### config.mk
export PLATFORM = sky130hd
export DESIGN_NAME = mem_req_arbiter
export DESIGN_NICKNAME = d
export VERILOG_FILES = /design/src/rtl/mem_req_arbiter_pkg.sv /design/src/rtl/mem_arb_grant.sv /design/src/rtl/mem_req_arbiter.sv
export SDC_FILE = /design/constraint.sdc
export NUM_CORES = 1
export LEC_CHECK = 0
export CAP_MARGIN = 30
export CELL_PAD_IN_SITES_DETAIL_PLACEMENT = 1
export CELL_PAD_IN_SITES_GLOBAL_PLACEMENT = 2
export CORE_MARGIN = 5
export CORE_UTILIZATION = 24
export CTS_CLUSTER_SIZE = 20
export DETAILED_ROUTE_END_ITERATION = 12
export GPL_TIMING_DRIVEN = 0
export PLACE_DENSITY_LB_ADDON = 0.1
export SLEW_MARGIN = 20
export SYNTH_ARGS = -nofsm -noshare
export SYNTH_HDL_FRONTEND = slang
export SYNTH_SLANG_ARGS = --single-unit
export TNS_END_PERCENT = 10
### constraint.sdc
create_clock -name clk -period 3.26 [get_ports clk]
set_clock_uncertainty 0.2 [all_clocks]
set_input_delay 0.652 -clock clk [delete_from_list [all_inputs] [get_ports clk]]
set_output_delay 0.652 -clock clk [all_outputs]
set_load 0.02 [all_outputs]
### src/rtl/mem_req_arbiter_pkg.sv
// Shared definitions for the memory request arbiter: request mode encoding,
// arbiter FSM states and transaction owner identifiers.
package mem_req_arbiter_pkg;

  typedef enum logic {
    MEMREQ_READ  = 1'b0,
    MEMREQ_WRITE = 1'b1
  } memreq_mode_t;

  typedef enum logic [1:0] {
    IDLE      = 2'd0,
    ISSUE     = 2'd1,
    WAIT_RESP = 2'd2
  } arb_state_t;

  typedef enum logic {
    OWNER_F = 1'b0,
    OWNER_M = 1'b1
  } arb_owner_t;

endpackage

### src/rtl/mem_arb_grant.sv
// Winner selection between fetch (F) and load/store (M) with a starvation
// counter that forces an F grant after STARVE_LIMIT back-to-back M wins.
module mem_arb_grant #(
  parameter int STARVE_LIMIT = 4
) (
  input  logic clk,
  input  logic rstn,
  input  logic idle,
  input  logic f_valid,
  input  logic m_valid,
  output logic f_ready,
  output logic m_ready
);

  localparam int CW = (STARVE_LIMIT < 1) ? 1 : $clog2(STARVE_LIMIT + 1);

  logic [CW-1:0] starve_cnt;
  logic          starve_hit;

  assign starve_hit = (starve_cnt == CW'(STARVE_LIMIT));

  always_comb begin
    f_ready = 1'b0;
    m_ready = 1'b0;
    if (idle) begin
      if (f_valid && m_valid) begin
        if (starve_hit) f_ready = 1'b1;
        else            m_ready = 1'b1;
      end else if (f_valid) begin
        f_ready = 1'b1;
      end else if (m_valid) begin
        m_ready = 1'b1;
      end
    end
  end

  always_ff @(posedge clk) begin
    if (!rstn) begin
      starve_cnt <= '0;
    end else if (f_valid && f_ready) begin
      starve_cnt <= '0;
    end else if (m_valid && m_ready) begin
      if (!f_valid)        starve_cnt <= '0;
      else if (!starve_hit) starve_cnt <= starve_cnt + 1'b1;
    end
  end

endmodule

### src/rtl/mem_req_arbiter.sv
// Two-requester arbiter for the single-outstanding mmu memory port.
// Optional response watchdog enabled with the ARB_TIMEOUT_EN macro.
//
// state     | meaning
// IDLE      | waiting for a request; readies offered to the winner
// ISSUE     | one-cycle downstream request pulse
// WAIT_RESP | waiting for the downstream response (or watchdog expiry)
module mem_req_arbiter
  import mem_req_arbiter_pkg::*;
#(
  parameter int STARVE_LIMIT   = 4,
  parameter int TIMEOUT_CYCLES = 1024
) (
  input  logic        clk,
  input  logic        rstn,
  input  logic        f_req_valid,
  output logic        f_req_ready,
  input  logic        f_req_mode,
  input  logic [31:0] f_req_addr,
  input  logic [31:0] f_req_wdata,
  input  logic [3:0]  f_req_wstrb,
  output logic        f_resp_valid,
  output logic [31:0] f_resp_data,
  input  logic        m_req_valid,
  output logic        m_req_ready,
  input  logic        m_req_mode,
  input  logic [31:0] m_req_addr,
  input  logic [31:0] m_req_wdata,
  input  logic [3:0]  m_req_wstrb,
  output logic        m_resp_valid,
  output logic [31:0] m_resp_data,
  output logic        d_req_enable,
  output logic        d_req_mode,
  output logic [31:0] d_req_addr,
  output logic [31:0] d_req_wdata,
  output logic [3:0]  d_req_wstrb,
  input  logic        d_resp_enable,
  input  logic [31:0] d_resp_data,
  output logic        timeout_err
);

  if (TIMEOUT_CYCLES < 1) begin : g_bad_timeout
    $error("TIMEOUT_CYCLES must be at least 1");
  end

  arb_state_t state, state_nxt;
  arb_owner_t owner;
  logic       f_take, m_take;
  logic       resp_hit, timeout_hit;

  mem_arb_grant #(
    .STARVE_LIMIT(STARVE_LIMIT)
  ) u_grant (
    .clk    (clk),
    .rstn   (rstn),
    .idle   (state == IDLE),
    .f_valid(f_req_valid),
    .m_valid(m_req_valid),
    .f_ready(f_req_ready),
    .m_ready(m_req_ready)
  );

  assign f_take       = f_req_valid && f_req_ready;
  assign m_take       = m_req_valid && m_req_ready;
  assign resp_hit     = (state == WAIT_RESP) && d_resp_enable;
  assign d_req_enable = (state == ISSUE);

`ifdef ARB_TIMEOUT_EN
  logic [31:0] wd_cnt;
  logic        timeout_q;

  // Counter sits at zero outside WAIT_RESP, so it reads 0 on the entry cycle.
  always_ff @(posedge clk) begin
    if (!rstn || state != WAIT_RESP) wd_cnt <= '0;
    else                             wd_cnt <= wd_cnt + 32'd1;
  end

  assign timeout_hit = (state == WAIT_RESP) && !d_resp_enable &&
                       (wd_cnt == 32'(TIMEOUT_CYCLES - 1));

  always_ff @(posedge clk) begin
    if (!rstn) timeout_q <= 1'b0;
    else       timeout_q <= timeout_hit;
  end

  assign timeout_err = timeout_q;
`else
  assign timeout_hit = 1'b0;
  assign timeout_err = 1'b0;
`endif

  always_ff @(posedge clk) begin
    if (!rstn) state <= IDLE;
    else       state <= state_nxt;
  end

  always_comb begin
    state_nxt = state;
    case (state)
      IDLE:      if (f_take || m_take) state_nxt = ISSUE;
      ISSUE:     state_nxt = WAIT_RESP;
      WAIT_RESP: if (resp_hit || timeout_hit) state_nxt = IDLE;
      default:   state_nxt = IDLE;
    endcase
  end

  always_ff @(posedge clk) begin
    if (!rstn) begin
      owner       <= OWNER_F;
      d_req_mode  <= 1'b0;
      d_req_addr  <= '0;
      d_req_wdata <= '0;
      d_req_wstrb <= '0;
    end else if (m_take) begin
      owner       <= OWNER_M;
      d_req_mode  <= m_req_mode;
      d_req_addr  <= m_req_addr;
      d_req_wdata <= m_req_wdata;
      d_req_wstrb <= m_req_wstrb;
    end else if (f_take) begin
      owner       <= OWNER_F;
      d_req_mode  <= f_req_mode;
      d_req_addr  <= f_req_addr;
      d_req_wdata <= f_req_wdata;
      d_req_wstrb <= f_req_wstrb;
    end
  end

  // Watchdog expiry completes the transaction with zero data.
  always_ff @(posedge clk) begin
    if (!rstn) begin
      f_resp_valid <= 1'b0;
      m_resp_valid <= 1'b0;
      f_resp_data  <= '0;
      m_resp_data  <= '0;
    end else begin
      f_resp_valid <= 1'b0;
      m_resp_valid <= 1'b0;
      if (resp_hit || timeout_hit) begin
        if (owner == OWNER_M) begin
          m_resp_valid <= 1'b1;
          m_resp_data  <= resp_hit ? d_resp_data : 32'h0;
        end else begin
          f_resp_valid <= 1'b1;
          f_resp_data  <= resp_hit ? d_resp_data : 32'h0;
        end
      end
    end
  end

endmodule

# Word-level counts from Yosys, hierarchy flattened
# Cells that the tools add are included.
# W data, S select, Z words.
[op_classes] div_mod_pow=0 n_reduce_logical=13 n_addsub=1 mul=0 order_cmp=0 shifts=0 mux=26 eq_ne=6 n_bitwise=2
[ops] operator="$mux W32" n=4
[ops] operator="$mux W1" n=15
[ops] operator="$reduce_and A2 Y1" n=5
[ops] operator="$mux W4" n=2
[ops] operator="$mux W3" n=2
[ops] operator="$ne A2 B2 Y1 const B" n=3
[ops] operator="$pmux W2 S3" n=1
[ops] operator="$logic_and A1 B1 Y1" n=4
[ops] operator="$mux W2" n=2
[ops] operator="$add A3 B1 Y3 const B" n=1
[ops] operator="$eq A3 B3 Y1 const B" n=1
[ops] operator="$eq A2 B1 Y1 const B" n=1
[ops] operator="$eq A2 B2 Y1 const B" n=1
[ops] operator="$logic_not A2 Y1" n=1
[ops] operator="$not A1 Y1" n=2
[ops] operator="$reduce_bool A2 Y1" n=1
[ops] operator="$reduce_or A2 Y1" n=1
[ops] operator="$logic_or A1 B1 Y1" n=1
[totals] mem_count=0 regBits=141 romBits=0 ramBits=0 output_inout_bits=139 latch_bits=0

# Logic depth before layout (Yosys ltp)
[logic_depth] ltp_word=8 depth_mapped=7 depth_no_buf=5

# Cells and area by module
# A second synthesis with hierarchy kept.
[unflattened] hier_cells=713 area_unflattened_um2=7013.0
[by_module_without_submodules] mod="mem_req_arbiter" cells_per_inst=686 n_inst=1 area_per_inst_um2=6790.3
[by_module_without_submodules] mod="mem_arb_grant" cells_per_inst=27 n_inst=1 area_per_inst_um2=222.7

# Worst setup path after synthesis
# No wires, ideal clock.
[synth_timing] path_kind="input to output" startpoint="input port m_req_valid" endpoint="output port m_req_ready" path_buffers=2 path_slack_ns=1.004 stages=5 t_required_ns=2.408 arrival_time_ns=1.404 cell_sequence="buf_2 buf_2 nor3b_2 nand2_1 inv_1"
[synth_via] elab_chain_len=4
[synth_lines] element="start: declaration" line_no="mem_req_arbiter.sv:24" source="input logic m_req_valid,"
[synth_lines] element="$mux W1" line_no="mem_arb_grant.sv:31" source="end else if (m_valid) begin"
[synth_lines] element="$mux W1" line_no="mem_arb_grant.sv:29" source="end else if (f_valid) begin"
[synth_lines] element="$mux W1 *" line_no="mem_arb_grant.sv:26" source="if (f_valid && m_valid) begin"
[synth_lines] element="$mux W1 *" line_no="mem_arb_grant.sv:25" source="if (idle) begin"
[synth_lines] element="end: declaration" line_no="mem_req_arbiter.sv:25" source="output logic m_req_ready,"
# Every way passes the cells marked *; elsewhere a longest branch is shown, timed or not.

# Worst setup path after layout
# Ends and elaborated chain as after synthesis.

==> results.py <==
metrics = {
    "route": {
        "ant_nets": 0,
        "dr_total_vias": 6648,
        "vias_per_cell": 4.71,
        "first_pass_iters": 4,
        "drtIter0Drc": 317,
        "drt-total-wl_um": 26800,
        "drc": 0,
        "wl_per_cell_um": 19.0,
    },
    "setup_path": {
        "crit_path_max_fanout": 10,
        "cp_data_arrival_time_ns": 2.28,
        "path_class": "primary input to output port",
        "end_kind": "output port",
        "cp-start-kind": "primary input",
        "critical_path_required_ns": 2.41,
    },
    "global_routing": {
        "track_usage": 0.172,
        "antenna_found_initial": 2,
        "grt_start_max_net_pins": 20,
        "grt_pass1_vias": 7107,
        "grt-ovfl-total": 0,
        "grt_pass1_wl_um": 41300,
    },
    "power": {
        "ir_drop_mv": 0.293,
        "powerDensity_nw_per_um2": 478,
        "p_leak_nw": 3.88,
        "fin_total_pwr_w": 0.00501,
    },
    "layout": {
        "regArea_um2": 2820,
        "fin_util": 0.402,
        "area_delta_synth_final_pct": 65.3,
        "multiInputGateArea_um2": 2890,
        "drive_gt1_frac": 0.0736,
        "fill_cells": 3060,
        "nNetsFinal": 1237,
    },
    "sta": {
        "finalCritPeriodShare": 0.960,
        "hold_violations": 0,
        "worst_slew_margin_rel": 0.612,
        "fmax_mhz": 319,
        "worstMarginPinSlew_ns": 0.582,
        "grt_setup_unrepaired": "no",
        "setup-violations-final": 0,
        "period_minus_slack_ns": 3.13,
        "drv_slew": 0,
    },
    "clocking": {
        "clkTransAtPathRegs_ns": 0.06,
        "ctsRootBufferMaster": "clkbuf_16",
        "clock_latency_ns": 0.41,
        "cts.sinks": 141,
        "cts_buffers": 17,
        "cts_htree_levels": 4,
        "clk_path_buf_depth": 2,
        "cts_tree": "yes",
    },
    "synthesis": {
        "ys_types": 36,
        "synth_edf_count": 0,
        "synthFlopType": "dfxtp_1",
        "synthCells": 731,
        "avgSynthCellArea_um2": 8.68,
        "syn_nets": 908,
        "ys_ff_latch": 141,
        "synth_seq_area_share": 0.445,
        "ys.warnings.count": 0,
        "synth_area_um2": 6350,
        "async_flop_share": 0,
    },
    "place": {
        "portBuffers": 311,
        "place_congestion": 0.760,
        "hpwl_um": 20200,
    },
    "worst_hold_path": {
        "hold_path_class": "flop to flop",
    },
    "die": {
        "rows": 59,
        "core_um2": 26100,
        "io_pins": 314,
        "die_y_um": 173,
        "die_x_um": 173,
        "start_util": 0.244,
        "dieArea_um2": 29800,
    },
    "job": {
        "maxCapViolations": 0,
    },
    "status": {
        "status": "completed",
    },
}
==> worst max-delay path, cell delays in order <==
cell and delay (ns):
clkdlybuf4s50_1 0.52, buf_6 0.18, buf_4 0.18, nor3b_4 0.25, nand2_1 0.12, inv_1 0.08, clkdlybuf4s15_2 0.28
==> through the flow <==
step | area [um2] | setup slack [ns] | hold slack, ns | std cells | TNS (ns)
floorplan | 6350 | 1.00 | 0.266 | 731 | 0
global placement | 9880 | -0.669 | 0.241 | 1377 | -1.27
detailed placement | 9880 | -0.639 | 0.246 | 1377 | -1.27
CTS | 10500 | 0.0392 | 0.254 | 1408 | 0
global route | 10500 | 0.0327 | 0.276 | 1410 | 0
finish | 10500 | 0.129 | 0.253 | 1410 | 0
==> routing by layer <==
metal / up-vias / GRT usage / routed length [um]
met5: - / 0 / 0
met4: 0 / 0.0475 / 453
met3: 22 / 0.0607 / 2050
met2: 216 / 0.287 / 12600
met1: 3157 / 0.211 / 11700
li1: 3253 / - / -
==> layout make-up <==
type,instances,area share
Buffer,78,0.0359
Multi-Input combinational cell,438,0.276
Sequential cell,141,0.269
Clock buffer,18,0.0409
Tap cell,335,0.0400
Clock inverter,14,0.0152
Timing Repair Buffer,311,0.296
Inverter,73,0.0261
Antenna cell,2,0.000477
==> flip-flops by register name, summed over array words and instances, names as in the netlist <==
name / flops
f_resp_data: 32
m_resp_data: 32
d_req_wdata: 32
state: 2
d_req_wstrb: 4
d_req_mode: 1
owner: 1
d_req_addr: 32
u_grant.starve_cnt: 3
f_resp_valid: 1
m_resp_valid: 1
==> cells in the mapped netlist (2+ instances only) <==
cell,n,area share
dfxtp_1,141,0.44
nand2_1,130,0.077
inv_1,72,0.043
nor2b_1,70,0.069
a32oi_1,69,0.095
o221a_1,69,0.12
a21oi_1,66,0.052
clkbuf_1,38,0.022
buf_2,36,0.028
nor2_1,6,0.0035
buf_6,3,0.0053
a211oi_1,2,0.0024
and3_1,2,0.0020
ha_1,2,0.0039
nand3_1,2,0.0016
nor3b_1,2,0.0024
o21ai_0,2,0.0016
==> what timing repair did <==
action,in CTS,in global routing
hold buffers,0,0
endpoints found under the setup margin,2,2
gates resized for setup,10,3
buffers inserted,0,0
==> logic make-up (layout without fill, tap and decap cells) <==
logic type | Yosys count | count (layout) | share of synthesized area
AND/OR/NAND/NOR | 223 | 223 | 0.171
AO/OA/AOI/OAI | 212 | 212 | 0.279
other | 1 | 3 | 0.000591
flip-flops | 141 | 141 | 0.445
buffers and inverters | 152 | 494 | 0.101
adder cells (fa/ha/maj) | 2 | 2 | 0.00394
==> path summary, 6_finish.rpt <==
path,endpoint,slack [ns],cells past startpoint,from
worst max register to register,d_req_wstrb[1],1.18,6,u_grant.starve_cnt[0]
worst min register to register,m_resp_data[16],0.25,2,m_resp_data[16]
worst max-delay path,m_req_ready,0.13,7,m_req_valid
worst min-delay path,m_resp_data[16],0.25,2,m_resp_data[16]
==> placed cells by master (no fill, tap or decap), drive strengths merged, types with 3 or more instances in the layout <==
cell / n
o221a: 69
clkinvlp: 4
a21oi: 66
nand2: 130
nor2b: 70
dfxtp: 141
o21ai: 3
a32oi: 69
nor3b: 3
buf: 40
clkbuf: 57
clkdlybuf4s50: 309
inv: 79
nor2: 7
==> power breakdown <==
| part | leakage [nW] | total (W) | switching (W) | internal (W) |
|---|---|---|---|---|
| registers | 1.16 | 0.00191 | 0.0000650 | 0.00184 |
| logic | 2.45 | 0.00111 | 0.000543 | 0.000568 |
| clock network | 0.276 | 0.00199 | 0.000842 | 0.00114 |
No activity file was read; power rests on OpenSTA's default activity.
